--- config.mk ---
export PLATFORM = sky130hd
export DESIGN_NAME = mem_access
export DESIGN_NICKNAME = d
export VERILOG_FILES = /design/src/rtl/mem_access.sv
export SDC_FILE = /design/constraint.sdc
export NUM_CORES = 1
export LEC_CHECK = 0
export BUFFER_PORTS_ARGS = -buffer_cell sky130_fd_sc_hd__buf_2
export CAP_MARGIN = 5
export CORE_MARGIN = 4
export CORE_UTILIZATION = 31
export CTS_CLUSTER_SIZE = 12
export DETAILED_ROUTE_END_ITERATION = 10
export GPL_ROUTABILITY_DRIVEN = 0
export PLACE_DENSITY = 0.66
export SYNTH_ARGS = -nofsm -noshare
export SYNTH_HDL_FRONTEND = slang
export SYNTH_SLANG_ARGS = --single-unit
--- constraint.sdc ---
create_clock -name clk -period 2 [get_ports clk]
set_input_delay 0 -clock clk [delete_from_list [all_inputs] [get_ports clk]]
set_output_delay 0 -clock clk [all_outputs]
set_load 0.05 [all_outputs]
--- src/rtl/mem_access.sv ---
// -----------------------------------------------------------------------------
// mem_access -- memory-access stage between execute and writeback.
//
// Accepts one operation per enable pulse while idle, then either
// passes the execute result straight through or performs a single load/store
// handshake on the data-memory port. The result goes to writeback together
// with a one-cycle done pulse.
//
// Optional feature (compile-time macro MEM_MISALIGN_CHECK_EN):
//   defined   : misaligned H/HU/W accesses skip the memory request and
//               complete immediately with misalign=1 and wselector=00.
//   undefined : misalign is tied low; H uses addr[1], W uses the containing word.
//
// Ports
//   clk, rstn                 clock, asynchronous active-low reset
//   enable / done             start pulse from execute / completion pulse
//   memop[1:0]                00 pass, 01 load, 10 store, 11 pass
//   funct3[2:0]               000 B, 001 H, 010 W, 100 BU, 101 HU, other W
//   addr, sdata, exdata       byte address, store data, pass-through result
//   wselector_in, rd_in       writeback selector / destination from execute
//   wselector, data, rd       registered results to writeback (held until next done)
//   mem_req/we/addr/wdata/wstrb, mem_rdata, mem_ack   data-memory port
//   misalign                  misaligned-access flag, valid while done=1
// -----------------------------------------------------------------------------
module mem_access #(
    parameter int ADDR_WIDTH = 17
) (
    input  logic                  clk,
    input  logic                  rstn,
    input  logic                  enable,
    output logic                  done,
    input  logic [1:0]            memop,
    input  logic [2:0]            funct3,
    input  logic [31:0]           addr,
    input  logic [31:0]           sdata,
    input  logic [31:0]           exdata,
    input  logic [1:0]            wselector_in,
    input  logic [4:0]            rd_in,
    output logic [1:0]            wselector,
    output logic [31:0]           data,
    output logic [4:0]            rd,
    output logic                  mem_req,
    output logic                  mem_we,
    output logic [ADDR_WIDTH-1:0] mem_addr,
    output logic [31:0]           mem_wdata,
    output logic [3:0]            mem_wstrb,
    input  logic [31:0]           mem_rdata,
    input  logic                  mem_ack,
    output logic                  misalign
);

    typedef enum logic [1:0] {
        IDLE = 2'd0,
        REQ  = 2'd1,
        FIN  = 2'd2
    } state_t;

    localparam logic [1:0] SZ_B = 2'd0;
    localparam logic [1:0] SZ_H = 2'd1;
    localparam logic [1:0] SZ_W = 2'd2;

    state_t state_reg, state_next;

    // operation context captured on accept
    logic                  store_reg;
    logic [1:0]            size_reg;
    logic                  unsigned_reg;
    logic [1:0]            lane_reg;
    logic [1:0]            wsel_lat_reg;
    logic [4:0]            rd_lat_reg;
    logic                  mis_reg;
    logic [ADDR_WIDTH-1:0] maddr_reg;
    logic [31:0]           wdata_reg;
    logic [3:0]            wstrb_reg;

    // writeback-facing results
    logic [31:0]           data_reg;
    logic [1:0]            wsel_reg;
    logic [4:0]            rd_reg;

    // decode of the current inputs (only meaningful on accept)
    logic                  accept;
    logic                  is_mem_in;
    logic                  is_store_in;
    logic [1:0]            size_in;
    logic                  unsigned_in;
    logic [1:0]            lane_in;
    logic                  mis_in;
    logic [31:0]           wdata_in;
    logic [3:0]            wstrb_in;
    logic [31:0]           rshift;
    logic [31:0]           load_val;

    // upper address bits beyond the memory window are intentionally dropped
    logic                  unused_addr_bits;
    assign unused_addr_bits = ^addr[31:ADDR_WIDTH+2];

    assign accept      = (state_reg == IDLE) && enable;
    assign is_mem_in   = (memop == 2'b01) || (memop == 2'b10);
    assign is_store_in = (memop == 2'b10);

    always_comb begin
        size_in     = SZ_W;
        unsigned_in = 1'b0;
        case (funct3)
            3'b000:  size_in = SZ_B;
            3'b001:  size_in = SZ_H;
            3'b100:  begin size_in = SZ_B; unsigned_in = 1'b1; end
            3'b101:  begin size_in = SZ_H; unsigned_in = 1'b1; end
            default: size_in = SZ_W;
        endcase
    end

    // Byte lane of the access: halfwords always start on an even lane, so
    // only addr[1] selects; words always use lane 0 of the containing word.
    always_comb begin
        lane_in  = 2'd0;
        wdata_in = sdata;
        wstrb_in = 4'b1111;
        case (size_in)
            SZ_B: begin
                lane_in  = addr[1:0];
                wdata_in = {4{sdata[7:0]}};
                wstrb_in = 4'b0001 << addr[1:0];
            end
            SZ_H: begin
                lane_in  = {addr[1], 1'b0};
                wdata_in = {2{sdata[15:0]}};
                wstrb_in = addr[1] ? 4'b1100 : 4'b0011;
            end
            default: begin
                lane_in  = 2'd0;
                wdata_in = sdata;
                wstrb_in = 4'b1111;
            end
        endcase
    end

`ifdef MEM_MISALIGN_CHECK_EN
    assign mis_in = is_mem_in &&
                    (((size_in == SZ_H) && addr[0]) ||
                     ((size_in == SZ_W) && (addr[1:0] != 2'b00)));
`else
    assign mis_in = 1'b0;
`endif

    // load lane extraction and extension
    assign rshift = mem_rdata >> {lane_reg, 3'b000};

    always_comb begin
        load_val = mem_rdata;
        case (size_reg)
            SZ_B:    load_val = unsigned_reg ? {24'd0, rshift[7:0]}
                                             : {{24{rshift[7]}}, rshift[7:0]};
            SZ_H:    load_val = unsigned_reg ? {16'd0, rshift[15:0]}
                                             : {{16{rshift[15]}}, rshift[15:0]};
            default: load_val = mem_rdata;
        endcase
    end

    // ---------------- FSM: state register ----------------
    always_ff @(posedge clk or negedge rstn) begin
        if (!rstn) begin
            state_reg <= IDLE;
        end else begin
            state_reg <= state_next;
        end
    end

    // ---------------- FSM: next state ----------------
    always_comb begin
        state_next = state_reg;
        case (state_reg)
            IDLE: begin
                if (enable) begin
                    state_next = (is_mem_in && !mis_in) ? REQ : FIN;
                end
            end
            REQ:     if (mem_ack) state_next = FIN;
            FIN:     state_next = IDLE;
            default: state_next = IDLE;
        endcase
    end

    // ---------------- FSM: outputs ----------------
    always_comb begin
        done      = (state_reg == FIN);
        misalign  = (state_reg == FIN) && mis_reg;
        mem_req   = (state_reg == REQ);
        mem_we    = (state_reg == REQ) && store_reg;
        mem_wstrb = ((state_reg == REQ) && store_reg) ? wstrb_reg : 4'b0000;
        mem_addr  = maddr_reg;
        mem_wdata = wdata_reg;
        wselector = wsel_reg;
        data      = data_reg;
        rd        = rd_reg;
    end

    // ---------------- datapath ----------------
    always_ff @(posedge clk or negedge rstn) begin
        if (!rstn) begin
            store_reg    <= 1'b0;
            size_reg     <= SZ_W;
            unsigned_reg <= 1'b0;
            lane_reg     <= 2'd0;
            wsel_lat_reg <= 2'd0;
            rd_lat_reg   <= 5'd0;
            mis_reg      <= 1'b0;
            maddr_reg    <= '0;
            wdata_reg    <= 32'd0;
            wstrb_reg    <= 4'd0;
            data_reg     <= 32'd0;
            wsel_reg     <= 2'd0;
            rd_reg       <= 5'd0;
        end else if (accept) begin
            store_reg    <= is_store_in;
            size_reg     <= size_in;
            unsigned_reg <= unsigned_in;
            lane_reg     <= lane_in;
            wsel_lat_reg <= wselector_in;
            rd_lat_reg   <= rd_in;
            mis_reg      <= mis_in;
            maddr_reg    <= addr[ADDR_WIDTH+1:2];
            wdata_reg    <= wdata_in;
            wstrb_reg    <= wstrb_in;
            // operations finishing without a memory cycle publish results now,
            // which coincides with the done pulse in the following cycle
            if (!is_mem_in) begin
                data_reg <= exdata;
                wsel_reg <= wselector_in;
                rd_reg   <= rd_in;
            end else if (mis_in) begin
                wsel_reg <= 2'b00;
                rd_reg   <= rd_in;
            end
        end else if ((state_reg == REQ) && mem_ack) begin
            rd_reg <= rd_lat_reg;
            if (store_reg) begin
                wsel_reg <= 2'b00;
            end else begin
                data_reg <= load_val;
                wsel_reg <= wsel_lat_reg;
            end
        end
    end

endmodule

==> metrics.txt <==
Layout Nets 1033; most common flop cell mapped by yosys dfrtp_1; CP Capture Type register; CTS tree done; Finished Core Util 0.4757; synthesized area 5210 um^2; HP Class in2reg; buffer depth of the longest clock path 2; share of layout cells above drive strength 1 0.3001; Row Count 47; GR Overflow Total 0; I/O pin cnt 240; setup_tns 0 ps; CTS Hold Bufs 97; initial antenna violation count 1; setup bufs post-CTS 0; VDD IR-drop max 0.0008302 V; CTS Root Cell clkbuf_16; CP bufs+invs 0; core area 16520 um^2; CP required 2190 ps; CP Class reg2reg; via count 5434; Static Leak 0.003887 uW; Syn-to-layout area delta 50.89%; Placed Instance Area 6613 um^2; routed length per instance 16.29 um; Synth async-reset ratio 1.000; Total GRT Usage 0.1883; Design Area, Final 7861 um^2; Initial DRT Pass Iterations 4; detailed placement HPWL 12140 um; FF/Latch Area 2679 um^2; Die Ht 137.6 um; Period minus WS final 1767 ps; FILL cells 1561; Critical-path top delay cell a21oi_1; YS warnings 0; Worst path top cell family by delay compound AO/OA/AOI/OAI gates; clk_lat worst skew 350 ps; CP max FO 8; Resized cells post-CTS 0; remaining antenna violation count 0; Mapped Nets 724; Die Area 18940 um^2; largest net degree at the start of global routing 71; CP max stage delay 600 ps; first-pass GRT wire length 27970 um; CTS clk-pin slew, worst paths 70 ps; final worst-path cycle share 0.8836; Synth cell types 46; RSZ-0062 raised after global routing no; WL final 18140 um; Initial Utilization 0.3153; Top cell by count, worst path mux2i_1; Max-cap violations 0; CTS Buf Count 9; DRT iter0 DRCs 286; vias in the first global route 5532; die span in x 137.6 um; Max Clk Rate 0.5659 GHz; relative slew slack 0.5104; # H-tree levels 3; Slew Limit Fails 0; Worst-Margin Slew 734.4 ps; CTS Sinks 107; final setup vio count 0; Syn Area/Cell 8.998 um^2; Final Hold Viols 0; drt drc 0; Post-synth EDFFs 0; pwr dens 1411 nW/um^2; Synth Register Bits 107; Min Hold Slack 20.30 ps; Pwr Total 11100 uW; vias per cell 4.878; critical path arrival 1950 ps; Final Skew 9.204 ps; outcome complete, no violations; sequential share of the synthesized area 0.5142; synthesized instance count 579; port bufs 225; Multi-input gate area 2311 um^2; crit-path cells mux2i_1, mux2i_1, a21oi_1, a211oi_1; startpoint types register
-- where the power goes --
group,switching [uW],leakage (uW),total (uW),internal (uW)
sequential,503,0.00127,3530,3030
clock,864,0.000128,1720,851
combinational,4320,0.00248,5850,1530
-- per-stage QoR --
| step | cells | worst slack [ps] |
|---|---|---|
| 5_1_grt | 1114 | 86.52 |
| 4_1_cts | 1113 | 226.2 |
| 6_report | 1114 | 232.8 |
| 3_5_place_dp | 1000 | 230.3 |
| 3_3_place_gp | 1000 | 309.6 |
| 2_1_floorplan | 579 | 131.7 |
-- cell usage after synthesis (all sizes together) (2+ instances only) --
library cell | n | share of area
a32oi | 6 | 0.010
inv | 9 | 0.0065
o211ai | 8 | 0.012
o21ai | 49 | 0.047
dfrtp | 106 | 0.51
mux2 | 2 | 0.0043
nor2 | 53 | 0.039
a31oi | 6 | 0.0072
and2 | 4 | 0.0048
mux2i | 33 | 0.063
or3b | 2 | 0.0034
o22ai | 2 | 0.0024
a21oi | 26 | 0.025
clkbuf | 19 | 0.014
nand3b | 5 | 0.0072
a221oi | 6 | 0.010
buf | 23 | 0.024
a211oi | 24 | 0.035
nor2b | 6 | 0.0072
nand2 | 140 | 0.10
nand2b | 2 | 0.0024
nor3 | 11 | 0.011
and3 | 20 | 0.024
-- worst paths after layout --
check	end	slack, ps	from	cells past startpoint
hold reg to reg	mem_addr[13]$_DFFE_PN0P_	470	mem_addr[13]$_DFFE_PN0P_	2
max in group asynchronous	mem_wdata[3]$_DFFE_PN0P_	1170	rstn	3
setup reg to reg	data[8]$_DFFE_PN0P_	230	lane_reg[1]$_DFFE_PN0P_	4
min in group asynchronous	data[0]$_DFFE_PN0P_	150	rstn	2
hold / removal	lane_reg[0]$_DFFE_PN0P_	20	addr[0]	3
setup / recovery	data[8]$_DFFE_PN0P_	230	lane_reg[1]$_DFFE_PN0P_	4
-- layout by cell type (no fill, tap or decap), drive strengths merged, types with 2 or more instances in the layout --
cell type,synthesis,final
buf,23,243
nand2,140,140
dfrtp,106,106
dlygate4sd3,0,97
nor2,53,53
o21ai,49,49
mux2i,33,33
a21oi,26,26
a211oi,24,24
and3,20,20
nor3,11,11
inv,9,11
clkbuf,19,9
o211ai,8,8
nor2b,6,6
a221oi,6,6
a32oi,6,6
a31oi,6,6
nand3b,5,5
and2,4,4
clkinvlp,0,3
nand2b,2,2
o22ai,2,2
mux2,2,2
clkinv,0,2
or3b,2,2
-- cell families (layout without fill, tap and decap cells) --
logic type,count (synthesis),count (layout),share of synthesized area
adders and majority gates,1,1,0.002401
other,1,2,0.0007198
AOI/OAI and AO/OA,137,137,0.1650
DFF,107,107,0.5142
muxes,35,35,0.06772
buffers and inverters,51,365,0.04443
and+or+nand+nor,247,247,0.2056
-- tightest hold or removal path, cell delays in order --
cell and delay, ps:
buf_2 140, nand3_1 90, o21ai_0 80
-- cell type report --
type                       count  share of cell area
antenna                        1           0.0003183
clock inverter                 7            0.006366
inverter                       9            0.004297
clock buffer                   9             0.02865
tap                          220             0.03502
timing repair buffer         340              0.2906
sequential                   107              0.3408
multi-input combinational    421              0.2940
-- layer usage --
| layer | share of wire | track usage |
|---|---|---|
| met2 | 0.48 | 0.3202 |
| met3 | 0.079 | 0.05442 |
| met1 | 0.42 | 0.2269 |
| met4 | 0.022 | 0.06652 |
| met5 | 0 | 0 |
No activity file was read; power rests on OpenSTA's default activity.
